File: src/rtl/mips_mem_pkg.sv
// Shared definitions for the MEM-stage data port: access-size codes,
// dump FSM encoding and the dump length derived from memory size.
package mips_mem_pkg;

    typedef enum logic [2:0] {
        BHW_LB  = 3'b000,
        BHW_LH  = 3'b001,
        BHW_LW  = 3'b011,
        BHW_LBU = 3'b100,
        BHW_LHU = 3'b101,
        BHW_LWU = 3'b111
    } bhw_t;

    typedef enum logic [1:0] {
        ST_IDLE  = 2'd0,
        ST_ISSUE = 2'd1,
        ST_OUT   = 2'd2,
        ST_DONE  = 2'd3
    } dump_state_t;

    // One dump covers every 32-bit word of a byte-addressed memory.
    function automatic int dump_words(input int nb_addr);
        return (1 << nb_addr) / 4;
    endfunction

endpackage

File: src/rtl/dump_word_counter.sv
// Word counter and byte-address register for a memory dump; the address
// advances by one word per increment and `last` marks the final word.
module dump_word_counter #(
    parameter  int NB_ADDR    = 9,
    parameter  int DUMP_WORDS = 128,
    localparam int NB_CNT     = (DUMP_WORDS > 1) ? $clog2(DUMP_WORDS) : 1
) (
    input  logic               i_clk,
    input  logic               i_reset,
    input  logic               clear,
    input  logic               incr,
    output logic [NB_ADDR-1:0] addr,
    output logic               last
);

    localparam logic [NB_CNT-1:0] LAST_CNT = NB_CNT'(DUMP_WORDS - 1);

    logic [NB_CNT-1:0] count;

    always_ff @(posedge i_clk) begin
        if (i_reset || clear) begin
            count <= '0;
            addr  <= '0;
        end else if (incr) begin
            count <= count + NB_CNT'(1);
            addr  <= addr + NB_ADDR'(4);
        end
    end

    assign last = (count == LAST_CNT);

endmodule

File: src/rtl/dmem_arbiter.sv
// Shares the MEM-stage data port between the pipeline and a debug memory
// dump; the pipeline always has priority and the dump only uses idle cycles.
module dmem_arbiter
    import mips_mem_pkg::*;
#(
    parameter int NB_WIDTH   = 32,
    parameter int NB_ADDR    = 9,
    parameter int DUMP_WORDS = dump_words(NB_ADDR)
) (
    input  logic                i_clk,
    input  logic                i_reset,
    input  logic [NB_WIDTH-1:0] i_pipe_addr,
    input  logic [NB_WIDTH-1:0] i_pipe_wdata,
    input  logic                i_pipe_read,
    input  logic                i_pipe_write,
    input  logic [2:0]          i_pipe_bhw,
    input  logic                i_dbg_start,
    input  logic                i_dbg_halted,
    input  logic                i_dbg_ready,
    output logic [NB_WIDTH-1:0] o_dbg_word,
    output logic [NB_ADDR-1:0]  o_dbg_addr,
    output logic                o_dbg_valid,
    output logic                o_dbg_busy,
    output logic                o_dbg_done,
    output logic [NB_WIDTH-1:0] o_mem_addr,
    output logic [NB_WIDTH-1:0] o_mem_data,
    output logic                o_mem_read,
    output logic                o_mem_write,
    output logic [2:0]          o_mem_bhw,
    input  logic [NB_WIDTH-1:0] i_mem_rdata
);

    dump_state_t        state, state_next;
    logic               pipe_req;
    logic               cnt_clear;
    logic               cnt_incr;
    logic               capture;
    logic               last_word;
    logic [NB_ADDR-1:0] dump_addr;

    assign pipe_req = i_pipe_read | i_pipe_write;

    dump_word_counter #(
        .NB_ADDR    (NB_ADDR),
        .DUMP_WORDS (DUMP_WORDS)
    ) u_counter (
        .i_clk   (i_clk),
        .i_reset (i_reset),
        .clear   (cnt_clear),
        .incr    (cnt_incr),
        .addr    (dump_addr),
        .last    (last_word)
    );

    always_ff @(posedge i_clk) begin
        if (i_reset) state <= ST_IDLE;
        else         state <= state_next;
    end

    always_comb begin
        state_next = state;
        case (state)
            ST_IDLE:  if (i_dbg_start && i_dbg_halted) state_next = ST_ISSUE;
            ST_ISSUE: if (!pipe_req)                   state_next = ST_OUT;
            ST_OUT:   if (i_dbg_ready)                 state_next = last_word ? ST_DONE : ST_ISSUE;
            ST_DONE:                                   state_next = ST_IDLE;
            default:                                   state_next = ST_IDLE;
        endcase
    end

    always_comb begin
        cnt_clear   = (state == ST_IDLE) && i_dbg_start && i_dbg_halted;
        capture     = (state == ST_ISSUE) && !pipe_req;
        cnt_incr    = (state == ST_OUT) && i_dbg_ready && !last_word;
        o_dbg_valid = (state == ST_OUT);
        o_dbg_done  = (state == ST_DONE);
        o_dbg_busy  = (state != ST_IDLE);
    end

    // MEM drives read data at the negedge, so it is already valid here.
    always_ff @(posedge i_clk) begin
        if (i_reset) begin
            o_dbg_word <= '0;
            o_dbg_addr <= '0;
        end else if (capture) begin
            o_dbg_word <= i_mem_rdata;
            o_dbg_addr <= dump_addr;
        end
    end

    always_comb begin
        o_mem_addr  = '0;
        o_mem_data  = '0;
        o_mem_read  = 1'b0;
        o_mem_write = 1'b0;
        o_mem_bhw   = 3'b000;
        if (pipe_req) begin
            o_mem_addr  = i_pipe_addr;
            o_mem_data  = i_pipe_wdata;
            o_mem_read  = i_pipe_read;
            o_mem_write = i_pipe_write;
            o_mem_bhw   = i_pipe_bhw;
        end else if (state == ST_ISSUE) begin
            o_mem_addr  = NB_WIDTH'(dump_addr);
            o_mem_read  = 1'b1;
            o_mem_bhw   = BHW_LW;
        end
    end

endmodule

File: config.mk
export PLATFORM = sky130hd
export DESIGN_NAME = dmem_arbiter
export DESIGN_NICKNAME = d
export VERILOG_FILES = /design/src/rtl/mips_mem_pkg.sv /design/src/rtl/dump_word_counter.sv /design/src/rtl/dmem_arbiter.sv
export SDC_FILE = /design/constraint.sdc
export NUM_CORES = 1
export LEC_CHECK = 0
export ABC_AREA = 1
export CORE_MARGIN = 2
export CORE_UTILIZATION = 30
export CTS_CLUSTER_SIZE = 28
export DETAILED_ROUTE_END_ITERATION = 8
export GPL_TIMING_DRIVEN = 0
export MAX_ROUTING_LAYER = met4
export PLACE_DENSITY = 0.76
export SYNTH_ARGS = -nofsm -noshare
export SYNTH_HDL_FRONTEND = slang
export SYNTH_HIERARCHICAL = 1
export SYNTH_SLANG_ARGS = --single-unit
File: constraint.sdc
create_clock -name i_clk -period 3 [get_ports i_clk]
set_input_delay 0.6 -clock i_clk [delete_from_list [all_inputs] [get_ports i_clk]]
set_output_delay 0.6 -clock i_clk [all_outputs]
set_load 0.02 [all_outputs]
==> run_summary.xml <==
<?xml version="1.0" encoding="UTF-8"?>
<metrics>
  <group name="detailed_routing">
    <metric name="vias_per_cell" unit="">4.285</metric>
    <metric name="drtIter0Drc" unit="">160</metric>
    <metric name="postRouteAntennaNets" unit="">0</metric>
    <metric name="dr_total_vias" unit="">3659</metric>
    <metric name="routed_wl" unit="µm">11090</metric>
    <metric name="wl_per_cell" unit="µm">12.99</metric>
    <metric name="drt_pre_antenna_iters" unit="">4</metric>
    <metric name="drc" unit="">0</metric>
  </group>
  <group name="final_layout">
    <metric name="final.fill_count" unit="">961</metric>
    <metric name="antennaDiodeCount" unit="">0</metric>
    <metric name="flow.area_growth_from_synthesis" unit="%">86.97</metric>
    <metric name="final_layout_size_suffix_gt1_share" unit="%">6.796</metric>
    <metric name="nNetsFinal" unit="">824</metric>
    <metric name="post-route-util" unit="%">58.15</metric>
  </group>
  <group name="synth">
    <metric name="synthDominantAreaCellType" unit="">sky130_fd_sc_hd__dfxtp_1</metric>
    <metric name="yosys_register_bits" unit="">57</metric>
    <metric name="ys_async_sr_fraction" unit="%">0</metric>
    <metric name="synth_most_common_cell" unit="">sky130_fd_sc_hd__nor2_1</metric>
    <metric name="syn_area_per_cell" unit="µm²">6.310</metric>
    <metric name="synth_seq_area_share" unit="%">37.36</metric>
    <metric name="synth_enable_flop_cells" unit="">0</metric>
    <metric name="ys.flop_type" unit="">sky130_fd_sc_hd__dfxtp_1</metric>
    <metric name="synth.yosys.warnings" unit="">6</metric>
    <metric name="post_synth_main_area_contributors" unit="">sky130_fd_sc_hd__dfxtp_1, sky130_fd_sc_hd__nor2_1, sky130_fd_sc_hd__nand2_1</metric>
    <metric name="netlist_area_before_placement" unit="mm²">0.003054</metric>
    <metric name="yosysTopAreaCellShare" unit="%">37.36</metric>
    <metric name="synth_cells" unit="">484</metric>
    <metric name="yosysUniqueCellTypes" unit="">27</metric>
    <metric name="synthTopCellsByCount" unit="">sky130_fd_sc_hd__nor2_1, sky130_fd_sc_hd__nand2_1, sky130_fd_sc_hd__inv_1</metric>
  </group>
  <group name="power">
    <metric name="seq_power_share" unit="%">35.6</metric>
    <metric name="p_sw_share" unit="%">30.47</metric>
    <metric name="vdd_drop_max" unit="µV">204.6</metric>
    <metric name="power.density_cell_area" unit="mW/mm²">397.0</metric>
    <metric name="power.static_leakage" unit="nW">2.863</metric>
    <metric name="part_of_the_total_power_dissipated_in_combinational_logic" unit="%">31.5</metric>
    <metric name="share_clk_of_total_power" unit="%">32.9</metric>
    <metric name="internal_power" unit="mW">1.576</metric>
    <metric name="power.switching" unit="mW">0.6907</metric>
    <metric name="totalPowerFinal" unit="mW">2.267</metric>
  </group>
  <group name="worst_setup_path">
    <metric name="r2r.worst_path.cells" unit="">9</metric>
    <metric name="maximum_fanout_along_the_worst_path" unit="">10</metric>
    <metric name="worst-endpoint-required" unit="ns">2.40</metric>
    <metric name="endpoint_kind" unit="">primary output</metric>
    <metric name="path_class" unit="">in -&gt; out</metric>
    <metric name="setup.worst_path.start_class" unit="">input port</metric>
    <metric name="worst-endpoint-arrival" unit="ns">2.35</metric>
  </group>
  <group name="global_route">
    <metric name="antenna_found_initial" unit="">0</metric>
    <metric name="grt_pass1_vias" unit="">3593</metric>
    <metric name="grt_max_degree" unit="">11</metric>
    <metric name="grtUsageTotal" unit="%">20.25</metric>
    <metric name="grt_first_pass_wirelength" unit="µm">17520</metric>
    <metric name="grt_overflow" unit="">0</metric>
  </group>
  <group name="status">
    <metric name="outcome" unit="">finished, final reports clean</metric>
  </group>
  <group name="placement">
    <metric name="detailedPlacementHpwl" unit="µm">8698</metric>
    <metric name="io_buffers" unit="">218</metric>
    <metric name="place_ws" unit="ns">-0.2208</metric>
    <metric name="place.gp.congestion" unit="">0.8310</metric>
  </group>
  <group name="timing">
    <metric name="max_slew_margin" unit="%">57.45</metric>
    <metric name="worst-slew-pin-transition" unit="ns">0.6334</metric>
    <metric name="rsz_0062_raised_after_global_routing" unit="">no</metric>
    <metric name="drv_slew" unit="">0</metric>
    <metric name="final.hold.worst_slack" unit="ns">0.4641</metric>
    <metric name="highest_achievable_clock_rate" unit="MHz">339.2</metric>
    <metric name="timing.setup.tns" unit="ns">0</metric>
    <metric name="final_period_minus_worst_setup_slack" unit="ns">2.948</metric>
    <metric name="timing.final.hold_violations" unit="">0</metric>
    <metric name="final_min_period_over_clock_period" unit="%">98.27</metric>
    <metric name="setup_violations" unit="">0</metric>
    <metric name="finClkSkew" unit="ns">0.01216</metric>
    <metric name="final_critical_path_setup_slack" unit="ns">0.05205</metric>
  </group>
  <group name="floorplanning">
    <metric name="floorplan.rows" unit="">36</metric>
    <metric name="die_span_in_y" unit="µm">104.9</metric>
    <metric name="core_area" unit="mm²">0.009819</metric>
    <metric name="floorplan.die_area" unit="mm²">0.01100</metric>
    <metric name="chip_width" unit="µm">104.9</metric>
    <metric name="initial_utilization" unit="%">31.10</metric>
    <metric name="ios" unit="">219</metric>
  </group>
  <group name="clock_tree">
    <metric name="worst_setup_hold_path_clk_slew" unit="ns">0.07</metric>
    <metric name="worst_case_clock_buffer_depth" unit="">2</metric>
    <metric name="cts_tree" unit="">built</metric>
    <metric name="clock_insertion_delay_worst_skew" unit="ns">0.33</metric>
    <metric name="cts_made_buffers" unit="">9</metric>
    <metric name="clock_root_cell" unit="">sky130_fd_sc_hd__clkbuf_8</metric>
    <metric name="tritoncts_num_sinks" unit="">57</metric>
    <metric name="htreeDepth" unit="">3</metric>
  </group>
  <group name="hold_path">
    <metric name="min_delay_worst_type" unit="">reg -&gt; reg</metric>
    <metric name="worstHoldPathCells" unit="">2</metric>
  </group>
  <group name="flow_run">
    <metric name="max_cap_viol_count" unit="">0</metric>
  </group>
</metrics>
[cell families after synthesis]
kind of cell / after synthesis / share of synthesized area, %
buffers and inverters: 105 / 14.87
adders and majority gates: 2 / 0.8192
and+or+nand+nor: 293 / 42.44
other: 1 / 0.1228
DFF: 57 / 37.36
xor gates and xnor gates: 1 / 0.2868
AOI/OAI and AO/OA: 25 / 4.097
[state kept, by name, indices dropped and copies added, names as in the netlist]
register         cells
o_dbg_word          32
u_counter/count      7
o_dbg_addr           9
state                2
u_counter/addr       7
[area by class of cell]
class	count	area [µm²]	share of cell area, %
multi-input combinational	323	1463	25.61
sequential	57	1141	19.98
clock buffer	12	155.1	2.717
inverter	76	286.5	5.018
tap	133	166.4	2.914
clock inverter	4	51.30	0.8983
timing repair buffer	220	2260	39.57
buffer	29	187.7	3.287
[repair_timing]
item	CTS	global route
resized for setup	18	32
pin swaps	1	0
hold buffers	0	0
buffers inserted	2	0
setup endpoints to repair	57	31
[power by group through the flow]
stage | clock, mW | sequential [mW] | combinational (mW)
floorplan | 0 | 0.854 | 0.314
global placement | 0 | 0.823 | 0.711
detailed placement | 0 | 0.825 | 0.720
CTS | 0.768 | 0.808 | 0.721
global route | 0.798 | 0.811 | 0.771
finish | 0.745 | 0.808 | 0.714
[per-stage QoR]
step	cells	cell area (µm²)
2_1_floorplan	485	3058
3_3_place_gp	836	5406
3_5_place_dp	836	5406
4_1_cts	854	5630
5_1_grt	854	5710
6_report	854	5710
[final timing paths]
kind,end,start,slack (ns)
min,o_dbg_addr[2],o_dbg_addr[2],0.46
min reg2reg,o_dbg_addr[2],o_dbg_addr[2],0.46
max reg2reg,u_counter/addr[8],u_counter/count[0],1.09
max,o_mem_data[23],i_pipe_write,0.05
[routing by layer]
metal / part of all wire [%] / GRT usage [%]
met5: 0 / -
met3: 5.3 / 4.554
met1: 42 / 23.11
met2: 51 / 35.71
met4: 1.3 / 5.333
[layout by cell type, fill, tap and decap left out, types with 2 or more instances in the layout]
| cell | Yosys | final |
|---|---|---|
| sky130_fd_sc_hd__clkdlybuf4s50_1 | 0 | 178 |
| sky130_fd_sc_hd__nor2_1 | 138 | 138 |
| sky130_fd_sc_hd__nand2_1 | 96 | 96 |
| sky130_fd_sc_hd__inv_1 | 73 | 73 |
| sky130_fd_sc_hd__dfxtp_1 | 57 | 57 |
| sky130_fd_sc_hd__nand3b_1 | 32 | 32 |
| sky130_fd_sc_hd__dlymetal6s2s_1 | 0 | 30 |
| sky130_fd_sc_hd__a21oi_1 | 20 | 20 |
| sky130_fd_sc_hd__nand3_1 | 16 | 16 |
| sky130_fd_sc_hd__clkbuf_8 | 0 | 11 |
| sky130_fd_sc_hd__dlygate4sd2_1 | 0 | 10 |
| sky130_fd_sc_hd__buf_2 | 11 | 9 |
| sky130_fd_sc_hd__buf_4 | 4 | 9 |
| sky130_fd_sc_hd__clkbuf_1 | 5 | 5 |
| sky130_fd_sc_hd__o21ai_0 | 5 | 5 |
| sky130_fd_sc_hd__buf_6 | 4 | 4 |
| sky130_fd_sc_hd__clkbuf_4 | 0 | 3 |
| sky130_fd_sc_hd__nor2_2 | 3 | 3 |
| sky130_fd_sc_hd__clkinv_2 | 1 | 2 |
| sky130_fd_sc_hd__buf_1 | 5 | 2 |
| sky130_fd_sc_hd__nand4_1 | 2 | 2 |
| sky130_fd_sc_hd__ha_1 | 2 | 2 |
| sky130_fd_sc_hd__conb_1 | 1 | 2 |
[critical path, cell delays in order]
cell,delay (ns)
sky130_fd_sc_hd__clkdlybuf4s50_1,0.58
sky130_fd_sc_hd__nor2_4,0.09
sky130_fd_sc_hd__buf_4,0.18
sky130_fd_sc_hd__clkbuf_4,0.19
sky130_fd_sc_hd__nor2_1,0.10
sky130_fd_sc_hd__clkdlybuf4s50_1,0.61
No activity file was read; power rests on OpenSTA's default activity.
==> RTL change 1 (config.mk and constraints unchanged) <==
Re-encode `dump_state_t` (4 states) as one-hot, 4 bits wide.
--- a/src/rtl/mips_mem_pkg.sv
+++ b/src/rtl/mips_mem_pkg.sv
@@ -13,7 +13,7 @@
 
-    typedef enum logic [1:0] {
-        ST_IDLE  = 2'd0,
-        ST_ISSUE = 2'd1,
-        ST_OUT   = 2'd2,
-        ST_DONE  = 2'd3
+    typedef enum logic [3:0] {
+        ST_IDLE  = 4'b0001,
+        ST_ISSUE = 4'b0010,
+        ST_OUT   = 4'b0100,
+        ST_DONE  = 4'b1000
     } dump_state_t;
Check against the original RTL: same outputs for any inputs over 10 cycles, from zero or initial values and one cycle with i_reset high; not proved beyond that.
==> RTL change 1 against the unedited design <==
Cell area decreased by 5.0%; synthesized cell count decreased by 6.0%; sequential share of layout area increased by 1.8 points; worst hold slack got worse by 1.4 ps; final cell count decreased by 4.1%; clock skew decreased by 1.9 ps; critical path depth increased by 1; wire length decreased by 4.7%; sequential cell count increased by 2; synthesized area decreased by 4.9%; worst setup slack improved by 62 ps; non-clock buffer count decreased by 6; power decreased by 10%; critical path type unchanged.
==> RTL change 1: results (changes against the unedited design) <==
status completed; worst hold path type reg2reg; M3 GR Usage 5.34% (+0.78 points); worst slack at placement -131 ps (+90.2 ps); total track usage 19.9% (-0.34 points); wire per inst 12.9 um (-0.58%); Reg area 0.00118 mm2 (+3.5%); fillers 882 (-8.2%); Clock net power 0.000729 W (-2%); WL met2 5480 um (-3.1%); Final clock-cell share 3.76% (+0.14 points); largest net degree at the start of global routing 12 (+1); multi-input combinational gate total 296 (-8.4%); placed cell count 803 (-3.9%); CP top delay family buffers and inverters; # clk buffers 11 (-1); Buffers excl. clock 243 (-2.4%); count leader, synth nand2_1; Clock Skew 10.3 ps (-1.90 ps); core box area 0.00933 mm2 (-5.0%); most frequent cells after synthesis nand2_1 (127), nor2_1 (76), inv_1 (71); xor-xnor portion of the synthesized cell area 0.302% (+0.015 points); Placer Congestion 0.870 (+4.7%); share of cells above drive strength 1 7.68% (+0.89 points); M1 WL 4030 um (-15%); final setup violation count 0 (unchanged); global-route wire length before repair 15,700 um (-10%); crit-path max cell delay 640 ps (+30 ps); Final Non-Filler Cells 819 (-4.1%); HPWL Detailed 8520 um (-2.1%); area of the multi-input gates 0.00130 mm2 (-11%); Cell Area, Placed 0.00525 mm2 (-2.9%); grt met2 use 35.6% (-0.14 points); sequential fraction of the synthesis area 40.7% (+3.3 points); synthesized flop and latch total 59 (+3.5%); peak supply drop 0.000245 V (+20%); number of distinct library cells after synthesis 23 (-15%); DR iter-0 viols 104 (-35%); Mapped Cells 455 (-6.0%); Post-Synth Adder-Cell Area 0.862% (+0.042 points); Slew headroom 57.4% (about the same); post-synthesis mux area share 0% (unchanged); Switching Share 28.2% (-2.3 points); metal3 WL 786 um (+34%); Comb. pwr 0.000496 W (-31%); post-synthesis compound-gate area fraction 10.0% (+5.9 points); fin util 58.2% (about the same); ranking of synthesized cells by area dfxtp_1 (41%), nand2_1 (16%), nor2_1 (9.8%); leak pwr 2.53 nW (-12%); Ant. Diodes 0 (unchanged); Clock power frac 35.9% (+3.0 points); vias per inst 4.33 (+1.2%); WP data arrival 2290 ps (-60 ps); fin nets 793 (-3.8%); vias in the first global route 3,398 (-5.4%); Worst-path clk slew 70 ps (about the same); Layout non-clock buf frac 42.3% (-0.55 points); GRT met1 Usage 20.3% (-2.8 points)
[RTL change 1: kinds of logic (layout without fill, tap and decap cells)]
logic type | count (synthesis) | after routing
adders and majority gates | 2 | 2
other | 1 | 2
DFF | 59 | 59
buffers and inverters | 101 | 335
xor gates and xnor gates | 1 | 1
and+or+nand+nor | 233 | 233
AOI/OAI and AO/OA | 58 | 58
[RTL change 1: path summary, 6_finish.rpt]
path	startpoint	cells past startpoint	slack [ps]	endpoint
setup reg to reg	u_counter/count[0]	8	1060	u_counter/count[4]
hold / removal	o_dbg_word[4]	2	460	o_dbg_word[4]
hold reg to reg	o_dbg_word[4]	2	460	o_dbg_word[4]
setup / recovery	i_pipe_write	7	110	o_mem_addr[1]
[RTL change 1: what timing repair did]
action	CTS	global route
setup buffers	0	0
resized for setup	49	13
endpoints found under the setup margin	51	13
==> RTL change 2 (config.mk and constraints unchanged) <==
Made on the original files. `NB_ADDR` is set to 9 in 2 places; all go to 18.
--- a/src/rtl/dump_word_counter.sv
+++ b/src/rtl/dump_word_counter.sv
@@ -3,3 +3,3 @@
 module dump_word_counter #(
-    parameter  int NB_ADDR    = 9,
+    parameter  int NB_ADDR    = 18,
     parameter  int DUMP_WORDS = 128,
--- a/src/rtl/dmem_arbiter.sv
+++ b/src/rtl/dmem_arbiter.sv
@@ -6,3 +6,3 @@
     parameter int NB_WIDTH   = 32,
-    parameter int NB_ADDR    = 9,
+    parameter int NB_ADDR    = 18,
     parameter int DUMP_WORDS = dump_words(NB_ADDR)
Ports: changed (resized o_dbg_addr); port bits go from 219 to 228. The function was not compared with the original's and may differ.
==> RTL change 2 against the unedited design <==
Worst hold slack worse by 2.9 ps; worst setup slack got worse by 18 ps; cell area is 25% higher; power rose by 30%; sequential cell count is 27 higher; combinational power rose by 4.6%; non-clock buffer count grew 14; count of clock-buffer cells in the layout stayed put; wire length grew 26%; critical path depth is the same; synthesized area increased by 40%; utilization is 6.9 points lower; largest cell class unchanged.
==> RTL change 2: results (changes against the unedited design) <==
fillers 1,390 (+45%); Clock Skew 6.26 ps (-5.90 ps); peak supply drop 0.000291 V (+42%); fin util 51.2% (-6.9 points); NetSw 0.000858 W (+24%); total track usage 18.8% (-1.5 points); global-route wire length before repair 21,700 um (+24%); biggest regs o_dbg_word x32, o_dbg_addr x18; fin nets 1,023 (+24%); PwrDens 415 mW/mm2 (+4.5%); Async SR Flop Fraction 0% (unchanged); Initial DRT Pass Iterations 4 (unchanged); Clock power frac 35.2% (+2.3 points); worst slack at placement -300 ps (-79.2 ps); DR iter-0 viols 317 (+98%); Placer Congestion 0.844 (+1.5%); vias in the first global route 4,413 (+23%); ranking of synthesized cells by area dfxtp_1 (39%), nand2_1 (14%), nor2_1 (14%); number of distinct library cells after synthesis 31 (+15%); Most used DFF post-synth dfxtp_1; WP data arrival 2370 ps (+20 ps); Vias 4,866 (+33%); worst skew pair latency 350 ps (+20 ps); share of cells above drive strength 1 5.98% (-0.82 points); critical-path maximum fanout 10 (unchanged); Comb. pwr 0.000747 W (+4.6%); synthesized area per cell 6.35 um2 (+0.58%); HPWL Detailed 11,000 um (+26%); Worst-path clk slew 60 ps; sequential fraction of the synthesis area 39.3% (+1.9 points); Slew headroom 42.4% (-15 points); Cell Area, Placed 0.00678 mm2 (+25%); Root Buffer clkbuf_16; leak pwr 3.12 nW (+9.1%); status completed; most frequent cells after synthesis nand2_1 (165), nor2_1 (165), dfxtp_1 (84); Final Non-Filler Cells 1,100 (+29%); final WL 14,000 um (+26%); largest net degree at the start of global routing 14 (+3); worst hold path type reg2reg; port bufs 227 (+4.1%); YS warnings 6 (unchanged)
[RTL change 2: cell type report]
cell class | instances | area share [%]
inverter | 85 | 4.49
sequential | 84 | 23.6
clock buffer | 12 | 3.47
clock inverter | 4 | 0.352
multi-input combinational | 472 | 29.6
tap | 180 | 3.17
buffer | 33 | 2.88
timing repair buffer | 230 | 32.4
[RTL change 2: cell families after synthesis]
group	after synthesis	share of synthesized area [%]
adders and majority gates	2	0.585
AOI/OAI and AO/OA	49	6.00
xor gates and xnor gates	3	0.614
other	1	0.0877
and+or+nand+nor	416	41.7
buffers and inverters	119	11.7
DFF	84	39.3
[RTL change 2: worst paths after layout]
check	startpoint	end	slack, ps	cells past startpoint
max	i_pipe_write	o_mem_data[21]	30	6
min	o_dbg_addr[3]	o_dbg_addr[3]	460	2
max reg2reg	u_counter/count[0]	u_counter/addr[17]	420	13
min reg2reg	o_dbg_addr[3]	o_dbg_addr[3]	460	2
[RTL change 2: metal layers]
metal | global-route usage [%] | share of wire (%) | up-vias
met3 | 5.30 | 7.9 | 20
met2 | 32.9 | 50 | 148
met4 | 4.33 | 1.4 | 0
li1 | - | - | 2542
met1 | 21.2 | 41 | 2156
met5 | - | 0 | -
[RTL change 2: timing repair]
item	CTS	global route
endpoints found under the setup margin	62	31
pin swaps	1	0
buffers inserted	3	0
endpoints found under the hold margin	0	0
gates resized for setup	29	9
[RTL change 2: worst max-delay path: stages]
cell and delay [ps]:
clkdlybuf4s50_1 480, nor2_4 220, buf_4 210, buf_2 230, nor2_1 80, clkdlybuf4s50_1 540
